### src/rtl/fft_ctrl_pkg.sv
// rtl/fft_ctrl_pkg.sv - shared types for the SDF FFT stage sequencer
package fft_ctrl_pkg;

   typedef enum logic [1:0] {ST_IDLE, ST_FILL, ST_STREAM, ST_DRAIN} ctrl_state_e;

   localparam int FRAME_CNT_W = 16;

   typedef struct packed {
      logic rot_valid;
      logic rot_en;
      logic sof;
   } rot_ctrl_t;

endpackage

### src/rtl/ctrl_align_pipe.sv
// rtl/ctrl_align_pipe.sv - delays rotator qualifiers to line up with twiddle ROM data
module ctrl_align_pipe
   import fft_ctrl_pkg::*;
#(
   parameter int DEPTH = 1
) (
   input  logic      i_clk,
   input  logic      i_rst_n,
   input  rot_ctrl_t i_ctrl,
   output rot_ctrl_t o_ctrl
);

   rot_ctrl_t stage_q [DEPTH];

   always_ff @(posedge i_clk or negedge i_rst_n) begin
      if (!i_rst_n) begin
         for (int i = 0; i < DEPTH; i++) stage_q[i] <= '0;
      end else begin
         stage_q[0] <= i_ctrl;
         for (int i = 1; i < DEPTH; i++) stage_q[i] <= stage_q[i-1];
      end
   end

   assign o_ctrl = stage_q[DEPTH-1];

endmodule

### src/rtl/fft_stage_ctrl.sv
// rtl/fft_stage_ctrl.sv - radix-2 DIF SDF stage sequencer; FFT_STAGE_CTRL_FRAME_CNT_EN adds o_frame_cnt
module fft_stage_ctrl
   import fft_ctrl_pkg::*;
#(
   parameter int LOG2_N  = 5,
   parameter int ROM_LAT = 1
) (
   input  logic              i_clk,
   input  logic              i_rst_n,
   input  logic              i_valid,
   input  logic              i_sof,
   input  logic              i_last,
   output logic              o_dl_en,
   output logic              o_bf_en,
   output logic              o_out_valid,
   output logic [LOG2_N-2:0] o_rom_addr,
   output logic              o_rot_valid,
   output logic              o_rot_en,
   output logic              o_sof_out,
   output logic              o_busy,
   output logic              o_err_resync
`ifdef FFT_STAGE_CTRL_FRAME_CNT_EN
   ,
   output logic [FRAME_CNT_W-1:0] o_frame_cnt
`endif
);

   localparam logic [LOG2_N-1:0] CNT_LAST = '1;
   localparam logic [LOG2_N-1:0] HALF_M1  = {1'b0, {(LOG2_N-1){1'b1}}};

   ctrl_state_e       state_q, state_d;
   logic [LOG2_N-1:0] cnt_q, cnt_d;
   logic              last_q, last_d;
   logic              pend_q, pend_d;
   logic              err_q, err_d;
   logic              dl_en_q, dl_en_d;
   logic              bf_en_q, bf_en_d;
   logic [LOG2_N-2:0] addr_q, addr_d;
   rot_ctrl_t         ctl_q, ctl_d, ctl_rom;

   logic              half;
   logic [LOG2_N-2:0] j;
   logic              sof_beat;

   assign half     = cnt_q[LOG2_N-1];
   assign j        = cnt_q[LOG2_N-2:0];
   assign sof_beat = i_valid & i_sof;

   always_comb begin
      state_d = state_q;
      cnt_d   = cnt_q;
      last_d  = last_q;
      pend_d  = pend_q;
      err_d   = err_q;
      dl_en_d = 1'b0;
      bf_en_d = 1'b0;
      addr_d  = addr_q;
      ctl_d   = '0;
      case (state_q)
         ST_IDLE: begin
            if (sof_beat) begin
               state_d = ST_FILL;
               cnt_d   = LOG2_N'(1);
               last_d  = i_last;
               dl_en_d = 1'b1;
            end
         end
         ST_FILL, ST_STREAM: begin
            // A start mid-frame abandons whatever the delay line holds.
            if (sof_beat && cnt_q != '0) begin
               err_d   = 1'b1;
               state_d = ST_FILL;
               cnt_d   = LOG2_N'(1);
               last_d  = i_last;
               dl_en_d = 1'b1;
            end else if (i_valid) begin
               dl_en_d = 1'b1;
               cnt_d   = cnt_q + 1'b1;
               if (i_sof) last_d = i_last;
               if (half) begin
                  bf_en_d         = 1'b1;
                  addr_d          = '0;
                  ctl_d.rot_valid = 1'b1;
                  ctl_d.sof       = (j == '0);
               end else if (state_q == ST_STREAM) begin
                  addr_d          = j;
                  ctl_d.rot_valid = 1'b1;
                  ctl_d.rot_en    = 1'b1;
               end
               if (state_q == ST_FILL && cnt_q == HALF_M1) state_d = ST_STREAM;
               if (state_q == ST_STREAM && cnt_q == CNT_LAST && last_q) state_d = ST_DRAIN;
            end
         end
         ST_DRAIN: begin
            dl_en_d         = 1'b1;
            addr_d          = j;
            ctl_d.rot_valid = 1'b1;
            ctl_d.rot_en    = 1'b1;
            cnt_d           = cnt_q + 1'b1;
            if (sof_beat) begin
               pend_d = 1'b1;
               last_d = i_last;
            end
            if (cnt_q == HALF_M1) begin
               pend_d = 1'b0;
               if (pend_q || sof_beat) begin
                  state_d = ST_FILL;
                  cnt_d   = LOG2_N'(1);
               end else begin
                  state_d = ST_IDLE;
                  cnt_d   = '0;
               end
            end
         end
         default: state_d = ST_IDLE;
      endcase
   end

   always_ff @(posedge i_clk or negedge i_rst_n) begin
      if (!i_rst_n) begin
         state_q <= ST_IDLE;
         cnt_q   <= '0;
         last_q  <= 1'b0;
         pend_q  <= 1'b0;
         err_q   <= 1'b0;
         dl_en_q <= 1'b0;
         bf_en_q <= 1'b0;
         addr_q  <= '0;
         ctl_q   <= '0;
      end else begin
         state_q <= state_d;
         cnt_q   <= cnt_d;
         last_q  <= last_d;
         pend_q  <= pend_d;
         err_q   <= err_d;
         dl_en_q <= dl_en_d;
         bf_en_q <= bf_en_d;
         addr_q  <= addr_d;
         ctl_q   <= ctl_d;
      end
   end

   ctrl_align_pipe #(.DEPTH(ROM_LAT)) u_align (
      .i_clk   (i_clk),
      .i_rst_n (i_rst_n),
      .i_ctrl  (ctl_q),
      .o_ctrl  (ctl_rom)
   );

`ifdef FFT_STAGE_CTRL_FRAME_CNT_EN
   logic [ROM_LAT-1:0]     fin_q;
   logic [FRAME_CNT_W-1:0] frame_cnt_q;

   // Frame is complete once its last rotated diff (j = N/2-1) leaves the rotator port.
   always_ff @(posedge i_clk or negedge i_rst_n) begin
      if (!i_rst_n) begin
         fin_q       <= '0;
         frame_cnt_q <= '0;
      end else begin
         fin_q[0] <= ctl_q.rot_valid & ctl_q.rot_en & (addr_q == '1);
         for (int i = 1; i < ROM_LAT; i++) fin_q[i] <= fin_q[i-1];
         if (fin_q[ROM_LAT-1]) frame_cnt_q <= frame_cnt_q + 1'b1;
      end
   end

   assign o_frame_cnt = frame_cnt_q;
`endif

   assign o_dl_en      = dl_en_q;
   assign o_bf_en      = bf_en_q;
   assign o_out_valid  = ctl_q.rot_valid;
   assign o_rom_addr   = addr_q;
   assign o_rot_valid  = ctl_rom.rot_valid;
   assign o_rot_en     = ctl_rom.rot_en;
   assign o_sof_out    = ctl_rom.sof;
   assign o_busy       = (state_q != ST_IDLE);
   assign o_err_resync = err_q;

endmodule

### config.mk
export PLATFORM = sky130hd
export DESIGN_NAME = fft_stage_ctrl
export DESIGN_NICKNAME = d
export VERILOG_FILES = /design/src/rtl/fft_ctrl_pkg.sv /design/src/rtl/ctrl_align_pipe.sv /design/src/rtl/fft_stage_ctrl.sv
export SDC_FILE = /design/constraint.sdc
export NUM_CORES = 1
export LEC_CHECK = 0
export ABC_AREA = 1
export CAP_MARGIN = 20
export CELL_PAD_IN_SITES_DETAIL_PLACEMENT = 2
export CELL_PAD_IN_SITES_GLOBAL_PLACEMENT = 2
export CORE_MARGIN = 5
export CORE_UTILIZATION = 35
export DETAILED_ROUTE_END_ITERATION = 10
export PLACE_DENSITY_LB_ADDON = 0.1
export SLEW_MARGIN = 20
export SYNTH_ARGS = -nofsm -noshare
export SYNTH_HDL_FRONTEND = slang
export SYNTH_SLANG_ARGS = --single-unit
### constraint.sdc
create_clock -name i_clk -period 3.5 [get_ports i_clk]
set_input_delay 0.525 -clock i_clk [delete_from_list [all_inputs] [get_ports i_clk]]
set_output_delay 0.525 -clock i_clk [all_outputs]
set_load 0.02 [all_outputs]
; ---- Yosys cells after proc, flatten, opt, wreduce, memory -nomap -nowiden
; Index checks and enable logic that the tools add are counted.
[word_totals]
output_inout_bits = 12
register_bits = 22
input_bits = 5
[classes]
reduce_logical = 19
n_addsub = 1
mux = 42
bitwise = 1
n_eq_ne = 14
[op_table]
columns = operator, n
row1 = $mux 5, 4
row2 = $mux 1, 19
row3 = $mux 4, 4
row4 = $pmux 5 s3, 1
row5 = $mux 2, 7
row6 = $ne 3x3->1 const B, 3
row7 = $ne 2x2->1 const B, 4
row8 = $pmux 4 s2, 1
row9 = $reduce_and 4->1, 2
row10 = $mux 3, 2
row11 = $pmux 2 s3, 1
row12 = $reduce_and 2->1, 3
row13 = $reduce_bool 2->1, 3
row14 = $add 5x1->5 const B, 1
row15 = $eq 5x4->1 const B, 1
row16 = $eq 5x5->1 const B, 1
row17 = $reduce_bool 5->1, 1
row18 = $eq 2x2->1 const B, 2
row19 = $logic_and 1x1->1, 4
row20 = $logic_not 4->1, 1
row21 = $ne 4x4->1 const B, 1
row22 = $pmux 2 s2, 1
row23 = $reduce_or 2->1, 2
row24 = $pmux 1 s3, 1
row25 = other kinds (7), 7

; ---- Depth between registers and ports, before layout
[logic_depth]
word_depth = 7
mapped_depth = 10
mapped_depth_nobuf = 10

; ---- By module
; Synthesis repeated with hierarchy kept, for this count alone.
[hier_totals]
cells_unflattened = 143
hier_area_um2 = 1204.9
[by_module_without_submodules]
columns = mod, area_per_inst_um2, seq_area_each_um2, n_inst, cells_per_inst
row1 = fft_stage_ctrl, 1129.8, 475.5, 1, 140
row2 = ctrl_align_pipe, 75.1, 75.1, 1, 3

; ---- Least setup slack after synthesis
; OpenSTA, ideal clock, no wires.
[synth_timing]
kind = register to register
from = reg cnt_q[0]
to = reg cnt_q[0]
t_arrival_ns = 1.458
period_less_slack_ns = 1.581
path_slack_ns = 1.919
required_ns = 3.377
n_path_buf = 0
stages_incl_launch_ff = 10
cell_sequence = dfrtp_1 -> ha_1 -> nand2_1 -> nor2_1 -> ha_1 -> nor2_2 -> o21ai_0 -> nand2_1 -> o21ai_0 -> nand2_1
[synth_via]
elab_chain_cells = 4
elab_cells_between_ends = 10
[synth_lines]
columns = element, line_no
row1 = from (decl), fft_stage_ctrl.sv:32  ; logic [LOG2_N-1:0] cnt_q, cnt_d;
row2 = from (signal assigned), fft_stage_ctrl.sv:132  ; cnt_q <= cnt_d;
row3 = $add 5x1->5 / $reduce_bool 5->1 (equally long branches), "fft_stage_ctrl.sv:78, fft_stage_ctrl.sv:99, fft_stage_ctrl.sv:70"
row4 = $mux 5 / $logic_and 1x1->1 (equally long branches), "fft_stage_ctrl.sv:76, fft_stage_ctrl.sv:70"
row5 = $mux 5 / $ne 3x3->1 (equally long branches), n/a
row6 = $pmux 5 s3 / $reduce_and 2->1 (equally long branches), n/a
; Parallel ways exist; a longest one is shown, timed or not. The select of a mux whose other input is x is not followed.
; A chain may end at the register's enable or synchronous reset.

; ---- Worst setup path after layout
[layout_timing]
from = reg state_q[0]
to = out o_busy
[layout_via]
elab_chain_cells = 1
[layout_lines]
columns = element, line_no
row1 = from (decl), fft_stage_ctrl.sv:31  ; ctrl_state_e state_q, state_d;
row2 = from (signal assigned), fft_stage_ctrl.sv:131  ; state_q <= state_d;
row3 = $reduce_bool 2->1, fft_stage_ctrl.sv:176  ; assign o_busy = (state_q != ST_IDLE);
row4 = to (decl), fft_stage_ctrl.sv:20  ; output logic o_busy,
; No other way between the ends.

==> run_results.csv <==
group,metric,value,unit
clocking,ctsHoldBuffers,0,
timing,drv_slew,0,
timing,setup_viol,0,
clocking,cts_tree,"done",
setup_path,crit_type,"reg -> out",
yosys,synth_area,1230,µm²
layout,final_cells,204,
timing,tightest_slew,0.504,ns
die,initial_utilization,36.6,%
power_and_ir_drop,pwr-share-clk,17.4,%
route,final_antenna_net_count,0,
setup_path,crit_fanout,4,
setup_path,end_kind,"output pin",
grt,grt_first_pass_wirelength,5940,µm
yosys,ys_warn_count,0,
die,fp.coreArea,3360,µm²
power_and_ir_drop,p_sw,518,µW
route,drt_pre_antenna_iters,4,
timing,min_period_over_period,66.2,%
yosys,synth.avg_cell_area,8.87,µm²
clocking,cts_setup_buffers,0,
clocking,cts_resized,0,
die,io_pins,17,
clocking,cts-root-buf,"clkbuf_4",
timing,period_minus_slack,2.32,ns
die,num_rows,21,
clocking,cts.clk_slew.worst_paths,0.14,ns
layout,area_delta_synth_final,20.9,%
power_and_ir_drop,p_seq_share,30.3,%
timing,hold_viol_final,0,
die,dieArea,4810,µm²
timing,timing.hold.ws,0.137,ns
route,via_per_inst,4.96,
place,io_buffers,16,
power_and_ir_drop,p_leak,0.000721,µW
layout,fin_util,44.3,%
grt,globalRouteTotalUtil,15.9,%
power_and_ir_drop,p_sw_share,44.5,%
timing,fin_setup_tns,0,ns
clocking,clock_sinks,22,
route,routed_wl,3360,µm
layout,fin_nets,174,
grt,grt_pass1_vias,1130,
clocking,cts-buffers-inserted,3,
timing,rsz0062_at_grt,"false",
layout,drive_gt1_share,15.8,%
power_and_ir_drop,finalPower,1170,µW
timing,max_freq,431,MHz
yosys,synth_cell_types,26,
setup_path,arrival,1.79,ns
power_and_ir_drop,p_int,647,µW
die,fp.dieH,69.3,µm
clocking,htree_levels,1,
timing,slew_headroom,66.4,%
layout,antenna_cells,0,
yosys,synth-seq-cells,22,
status,outcome,"finished, final reports clean",
flow_run,max-cap-violations,0,
min_path,hold_path_class,"in -> async",
place,hpwl,2620,µm
yosys,syn_inst,139,
route,vias,1011,
die,die_w,69.3,µm
route,route.met3.wl,110,µm
route,met1_length,1490,µm
power_and_ir_drop,peakVddDrop,0.279,mV
power_and_ir_drop,power_frac_comb,52.3,%
route,remaining_drc_errors,0,
grt,grt_max_degree,23,
grt,antenna_found_initial,0,
route,route.detailed.wl_per_inst,16.5,µm
setup_path,required,2.97,ns
grt,grt-ovfl-total,0,
timing,fin_worst_skew,0.0129,ns
clocking,cts.path.max_buffers,2,
place,dp.cells,200,
route,top_layer,"met4",
yosys,syn_nets,154,
place,globalplace.congestion,0.747,
setup_path,start_kind,"flop",
power_and_ir_drop,powerDensity,782,nW/µm²
route,wl_met2,1700,µm
yosys,yosysSeqAreaShare,44.7,%
clocking,clk_latency,0.33,ns
route,first_iter_violations,21,
[metrics by stage]
stage | setup slack, ns | area (µm²)
after global routing | 1.08 | 1490
after detailed placement | 1.53 | 1440
after CTS | 1.15 | 1500
final | 1.18 | 1490
after global placement | 1.61 | 1440
after floorplan | 1.92 | 1230
[per-layer routing]
layer  vias to the layer above  global-route usage [%]
met3                         5                    3.48
met2                        15                    27.5
li1                        480                       -
met5                         -                       0
met4                         0                    5.86
met1                       511                    19.2
[critical path, cell delays in order (launching register included)]
cell	delay, ns
dfrtp_1	0.43
inv_1	0.11
ha_1	0.20
inv_1	0.10
clkdlybuf4s50_1	0.62
[cell families after synthesis]
group                    share of synthesized area [%]
AO/OA/AOI/OAI                                     9.34
XOR/XNOR                                          1.42
adder cells (fa/ha/maj)                           10.2
buffers and inverters                             6.90
flip-flops                                        44.7
AND/OR/NAND/NOR                                   27.5
[Yosys cell counts, drive strengths merged]
cell	instances	share of area, %
a211oi	1	0.61
a21oi	4	2.8
and3	1	0.61
buf	1	0.61
dfrtp	22	45
ha	10	10
inv	20	6.3
nand2	34	12
nand3	15	8.9
nor2	12	4.3
nor3	2	1.2
o211ai	1	0.61
o21ai	13	5.3
or2	1	0.51
xor2	2	1.4
[path summary, 6_finish.rpt]
check | from | endpoint | slack (ns) | cells past startpoint
worst min-delay path | i_rst_n | o_bf_en | 0.14 | 1
max in group asynchronous | i_rst_n | o_rom_addr[1] | 3.01 | 1
min in group i_clk | ctl_q[1] | u_align.o_ctrl[1] | 0.36 | 0
worst max-delay path | state_q[0] | o_busy | 1.18 | 4
worst max register to register | cnt_q[0] | cnt_q[0] | 1.47 | 9
worst min register to register | ctl_q[1] | u_align.o_ctrl[1] | 0.36 | 0
[power groups by stage]
| stage | sequential (µW) | combinational, µW | clock [µW] |
|---|---|---|---|
| after detailed placement | 361 | 610 | 0 |
| after global routing | 363 | 670 | 222 |
| final | 353 | 610 | 203 |
| after global placement | 353 | 589 | 0 |
| after floorplan | 390 | 381 | 0 |
| after CTS | 356 | 619 | 210 |
[sequential cells by signal, summed over array words and instances, names as in the netlist]
signal	cells
u_align.o_ctrl	3
cnt_q	5
o_dl_en	1
o_rom_addr	4
ctl_q	2
o_out_valid	1
last_q	1
o_err_resync	1
pend_q	1
state_q	2
o_bf_en	1
[cell usage in the layout, fill, tap and decap left out, types with 3 or more instances in the layout]
cell type,synthesis,routed
o21ai_0,3,3
nand2_1,30,30
clkbuf_4,0,3
o21ai_1,10,10
inv_2,4,4
dfrtp_1,22,22
nor2_2,3,3
ha_1,10,10
nand3_1,11,11
clkdlybuf4s50_1,0,15
inv_1,15,15
nor2_1,9,9
[final cells by class]
class / instances / area, µm²
fill: 397 / 1870
multi-input combinational: 96 / 597
sequential: 22 / 551
clock buffer: 3 / 22.5
timing repair buffer: 16 / 155
tap: 46 / 57.6
inverter: 20 / 77.6
clock inverter: 1 / 30.0
No activity file was read; power rests on OpenSTA's default activity.
